File: src/rtl/mux_pkg.sv
// Shared types for the pipelined N:1 selector.
// Entry layout and state encoding for the two-entry skid buffer.
`define SEL_ENTRY_T(W, S) struct packed { \
    logic [(W)-1:0] data; \
    logic [(S)-1:0] src; \
    logic           err; \
}

package mux_pkg;

    localparam int DEF_WIDTH    = 32;
    localparam int DEF_N_INPUTS = 4;

    typedef `SEL_ENTRY_T(DEF_WIDTH, $clog2(DEF_N_INPUTS)) sel_entry_t;

    typedef enum logic [1:0] {
        EMPTY = 2'd0,
        ONE   = 2'd1,
        TWO   = 2'd2
    } state_t;

endpackage

File: src/rtl/mux_nx1_comb.sv
// Combinational N:1 word select with out-of-range detection.
// Out-of-range selects produce an all-zero word and err=1.
module mux_nx1_comb
    import mux_pkg::*;
#(
    parameter int WIDTH    = DEF_WIDTH,
    parameter int N_INPUTS = DEF_N_INPUTS,
    localparam int SEL_W   = $clog2(N_INPUTS)
) (
    input  logic [N_INPUTS*WIDTH-1:0] in_data,
    input  logic [SEL_W-1:0]          sel,
    output logic [WIDTH-1:0]          word,
    output logic                      err
);

    logic [31:0] sel_ext;

    assign sel_ext = {{(32-SEL_W){1'b0}}, sel};
    assign err     = (sel_ext >= 32'(N_INPUTS));

    always_comb begin
        word = '0;
        for (int k = 0; k < N_INPUTS; k++) begin
            if (sel == SEL_W'(k)) begin
                word = in_data[k*WIDTH +: WIDTH];
            end
        end
    end

endmodule

File: src/rtl/mux_nx1_pipe.sv
// N:1 selector with a registered two-entry skid buffer output.
// in_ready depends only on registered state, never on out_ready.
module mux_nx1_pipe
    import mux_pkg::*;
#(
    parameter int WIDTH    = DEF_WIDTH,
    parameter int N_INPUTS = DEF_N_INPUTS,
    localparam int SEL_W   = $clog2(N_INPUTS)
) (
    input  logic                      clk,
    input  logic                      rst,
    input  logic                      flush,
    input  logic [N_INPUTS*WIDTH-1:0] in_data,
    input  logic [SEL_W-1:0]          in_sel,
    input  logic                      in_valid,
    output logic                      in_ready,
    output logic [WIDTH-1:0]          out_data,
    output logic [SEL_W-1:0]          out_src,
    output logic                      out_err,
    output logic                      out_valid,
    input  logic                      out_ready
);

    typedef `SEL_ENTRY_T(WIDTH, SEL_W) entry_t;

    state_t           state;
    entry_t           head;
    entry_t           tail;
    entry_t           nxt;
    logic [WIDTH-1:0] sel_word;
    logic             sel_err;
    logic             push;
    logic             pop;

    mux_nx1_comb #(
        .WIDTH    (WIDTH),
        .N_INPUTS (N_INPUTS)
    ) u_comb (
        .in_data (in_data),
        .sel     (in_sel),
        .word    (sel_word),
        .err     (sel_err)
    );

    assign nxt.data = sel_word;
    assign nxt.src  = in_sel;
    assign nxt.err  = sel_err;

    assign in_ready  = (state != TWO);
    assign out_valid = (state != EMPTY);
    assign out_data  = head.data;
    assign out_src   = head.src;
    assign out_err   = head.err;

    assign push = in_valid & in_ready;
    assign pop  = out_valid & out_ready;

    always_ff @(posedge clk or posedge rst) begin
        if (rst) begin
            state <= EMPTY;
            head  <= '0;
            tail  <= '0;
        end else if (flush) begin
            state <= EMPTY;
        end else begin
            case (state)
                EMPTY: begin
                    if (push) begin
                        head  <= nxt;
                        state <= ONE;
                    end
                end
                ONE: begin
                    if (push && pop) begin
                        head <= nxt;
                    end else if (push) begin
                        tail  <= nxt;
                        state <= TWO;
                    end else if (pop) begin
                        state <= EMPTY;
                    end
                end
                TWO: begin
                    // Full: only a pop can move, promoting the tail.
                    if (pop) begin
                        head  <= tail;
                        state <= ONE;
                    end
                end
                default: state <= EMPTY;
            endcase
        end
    end

endmodule
File: config.mk
export PLATFORM = sky130hd
export DESIGN_NAME = mux_nx1_pipe
export DESIGN_NICKNAME = d
export VERILOG_FILES = /design/src/rtl/mux_pkg.sv /design/src/rtl/mux_nx1_comb.sv /design/src/rtl/mux_nx1_pipe.sv
export SDC_FILE = /design/constraint.sdc
export NUM_CORES = 1
export LEC_CHECK = 0
export BUFFER_PORTS_ARGS = -buffer_cell sky130_fd_sc_hd__buf_2
export CORE_MARGIN = 2
export CORE_UTILIZATION = 50
export DETAILED_ROUTE_END_ITERATION = 8
export HOLD_SLACK_MARGIN = 0.15
export PLACE_DENSITY_LB_ADDON = 0.3
export SLEW_MARGIN = 20
export SYNTH_ARGS = -nofsm -noshare
export SYNTH_HDL_FRONTEND = slang
export SYNTH_SLANG_ARGS = --single-unit
File: constraint.sdc
create_clock -name clk -period 3.3 [get_ports clk]
set_clock_uncertainty 0.05 [all_clocks]
set_input_delay 0.66 -clock clk [delete_from_list [all_inputs] [get_ports clk]]
set_output_delay 0.66 -clock clk [all_outputs]
set_load 0.03 [all_outputs]
==> metrics.sh <==
FLOORPLAN.INITIALDENSITY_PCT=51.3
SYNTHTOLAYOUTAREAGROWTH_PCT=23.5
SYN_AREA_PER_CELL_UM2=10.4
GRT_OVERFLOW_TOTAL=0
PLACE.GP.CONGESTION=0.873
CORE_UM2=8640
SLOWEST_DELAY_NS=0.42
ANT_NETS=0
OUTCOME='finished clean'
WORST-PATH-MAX-FANOUT=16
CTS.SINK_COUNT=70
SYNTH.FF_LATCH_COUNT=70
TIMING.FINAL.CRIT_PERIOD_NS=2.19
CRITICAL_PATH_CLASS='flop to output pin'
SEQ_AREA_FRAC_SYNTH_PCT=39.6
SYNTH_MOST_COMMON_CELL='mux2i_1'
SYN-CELL-AREA_UM2=4430
GRT_START_MAX_NET_PINS=40
HOLDCRITPATHCLASS='input port to async pin'
STARTPOINT='state[1]'
CTS.CLK_SLEW.WORST_PATHS_NS=0.09
DIE-HEIGHT_UM=98.1
MAX_SLEW_MARGIN_PCT=46.5
POSTSYNTHNETCOUNT=559
MAX_SLEW.WORST_PIN.SLEW_NS=0.802
ENDPOINT='in_ready'
CTS.HOLD.BUFFERS_ADDED=0
COMBINED_AREA_OF_THE_MULTI_INPUT_LOGIC_CELLS_UM2=2290
DP_HPWL_MM=7.93
HOLD_SLACK_NS=0.204
USE_MET1_PCT=30.1
ASYNC_RESET_FF_SHARE_PCT=100
DIODES_INSERTED=0
IO_PINS=172
FP.DIEAREA_UM2=9620
HORIZ_DIE_DIM_UM=98.1
FIN_NETS=713
CLOCK_TREE.BUFFER_DEPTH=2
ROUTED-VIA-COUNT=3840
WORST_PATH_DEPTH=4
YOSYS.AREA.TOP_TYPE='dfrtp_1'
NETLIST_TOP_CELLS_COUNT='97 x mux2i_1, 70 x dfrtp_1, 34 x mux2_2'
GRT_UTIL_ALL_LAYERS_PCT=23.8
CTS_INSERTED_BUFFERS=9
POWER.STATIC_LEAKAGE_nW=2.67
CTS_RESIZED=0
NUMBER_OF_ENABLE_TYPE_REGISTER_CELLS_IN_THE_SYNTHESIZED_NETLIST=0
SETUP_REPAIR_AFTER_GLOBAL_ROUTING_MISSED_ITS_MARGIN='no'
NETLIST_INSTANCES=424
DRT_PASS1_ITERATIONS=4
CTS.REPAIR_TIMING.SETUP_BUFFER_COUNT=0
DRIVE_ABOVE_1_SHARE_PCT=41.3
DRT-VIAS-PER-INSTANCE=5.56
YOSYS_MOST_USED_DFF='dfrtp_1'
VDD_IR_DROP_MAX_mV=0.319
GRT_USE_MET3_PCT=5.51
SYNTH_WARNINGS=0
WORST_SETUP_PATH_START_KIND='flop'
REG2REGPATHDEPTH=5
POSTROUTEWIRELENGTH_MM=11.5
TIMING.CRITICAL_PATH.MAX_DELAY_FAMILY='buffers and inverters'
CTS.HTREE.LEVELS=3
POST_ROUTE_DRC_VIOLATION_COUNT=0
FILL_CELLS=741
STD_CELL_ROWS=34
NUMBER_OF_GLOBAL_ROUTE_VIAS_BEFORE_REPAIR=3914
POST_SYNTH_NUM_CELL_TYPES=31
FINAL.PERIOD_UTILIZATION_PCT=66.3
CTS_TREE='done'
PORT_BUFFERS=170
TIMING_MAX_TRANSITION_VIOLATIONS_FINAL=0
CLOCKROOTBUFFER='clkbuf_8'
DETAIL_ROUTE.ITER0.VIOLATIONS=130
MAX_CLOCK_FREQ_GHz=0.457
POWER_DENSITY_nW_PER_UM2=520
NETLIST_TOP_CELLS_AREA='dfrtp_1 40%, mux2i_1 22%, mux2_2 8.6%'
GLOBAL_ROUTE.USAGE.MET2_PCT=40.9
GLOBALROUTE.BUSIESTLAYER='met2'
FINAL-SEQ-AREA_UM2=1750
YOSYS.AREA.TOP_TYPE_SHARE_PCT=39.6
NUMBER_OF_ANTENNA_VIOLATIONS_AT_THE_FIRST_CHECK_IN_GLOBAL_ROUTING=0
WORSTPATHBUFFERINVERTERCOUNT=3
WL_PER_CELL_UM=16.6
FIRST_PASS_GRT_WIRE_LENGTH_MM=18.6
SETUP_VIOLATIONS=0
RR_STARTPOINT='state[1]'
CRITICAL_PATH_ARRIVAL_NS=1.48
CLK-INSERTION-DELAY-LATE_NS=0.35
CRITICAL_PATH.ENDPOINT_TYPE='output pin'
SETUP-TNS-FINAL_NS=0
REPORT.FINAL.HOLD_VIOL_COUNT=0
CP.REQUIRED_NS=2.59
DRV.MAX_CAP_VIOLATION_COUNT=0
REGTOREGENDPOINT='out_data[2]'
FF2FF_SETUP_SLACK_NS=1.24
CRITPATHSLOWESTCELL='dfrtp_1'
PATH_CELLS='nor2b_2, buf_4, inv_4, buf_2'
metal layers:
metal	part of all wire (%)	wire length, µm
met3	6.4	730
met4	1.0	116
met5	0	0
met1	41	4700
met2	52	5940
power breakdown:
part	internal, mW	switching (mW)	total, mW
clock network	0.428	0.347	0.775
logic	0.356	0.501	0.857
registers	1.08	0.131	1.21
total	1.87	0.979	2.85
kinds of logic after synthesis:
| logic type | Yosys count | share of synthesized area [%] |
|---|---|---|
| AOI/OAI and AO/OA | 105 | 15.9 |
| buffers and inverters | 71 | 8.90 |
| DFF | 70 | 39.6 |
| muxes | 131 | 30.6 |
| other | 1 | 0.0847 |
| and+or+nand+nor | 46 | 4.95 |
metrics by stage:
step	cell area, µm²	worst slack [ns]	instances	utilization (%)	power [mW]
final	5470	1.11	691	63.3	2.85
after CTS	5470	1.09	691	63.3	2.87
after global placement	5250	0.959	675	60.8	2.05
after detailed placement	5250	0.873	675	60.8	2.09
after floorplan	4430	0.822	424	-	1.81
after global routing	5470	1.03	691	63.3	3.01
cell type report:
class / instances / share of cell area, %
Sequential cell: 70 / 32.0
Tap cell: 108 / 2.47
Inverter: 34 / 2.38
Clock inverter: 7 / 1.78
Timing Repair Buffer: 180 / 17.2
Clock buffer: 9 / 2.26
Multi-Input combinational cell: 283 / 41.9
cells in the final DEF (no fill, tap or decap), types with 2 or more instances in the layout:
| cell type | instances |
|---|---|
| mux2i_1 | 97 |
| bufinv_16 | 2 |
| inv_1 | 32 |
| buf_2 | 169 |
| or2_2 | 3 |
| nor2_1 | 33 |
| o21ai_0 | 30 |
| clkbuf_8 | 9 |
| o32a_1 | 32 |
| dfrtp_1 | 70 |
| clkinvlp_4 | 2 |
| mux2_2 | 34 |
| o21ai_1 | 6 |
| buf_4 | 10 |
| a21oi_1 | 33 |
worst min path at each step:
stage	start	end	slack, ns	cells after the start
2_1_floorplan	tail[2]	tail[2]	0.43	1
3_3_place_gp	out_data[13]	out_data[13]	0.43	1
3_5_place_dp	out_data[30]	out_data[30]	0.43	1
4_1_cts	rst	tail[11]	0.20	2
5_1_grt	rst	out_data[10]	0.21	2
6_report	rst	out_data[10]	0.20	2
state kept, by name, indices dropped and copies added, names as in the netlist:
register and cells:
out_src 2, state 2, tail 34, out_data 32
No activity file was read; power rests on OpenSTA's default activity.
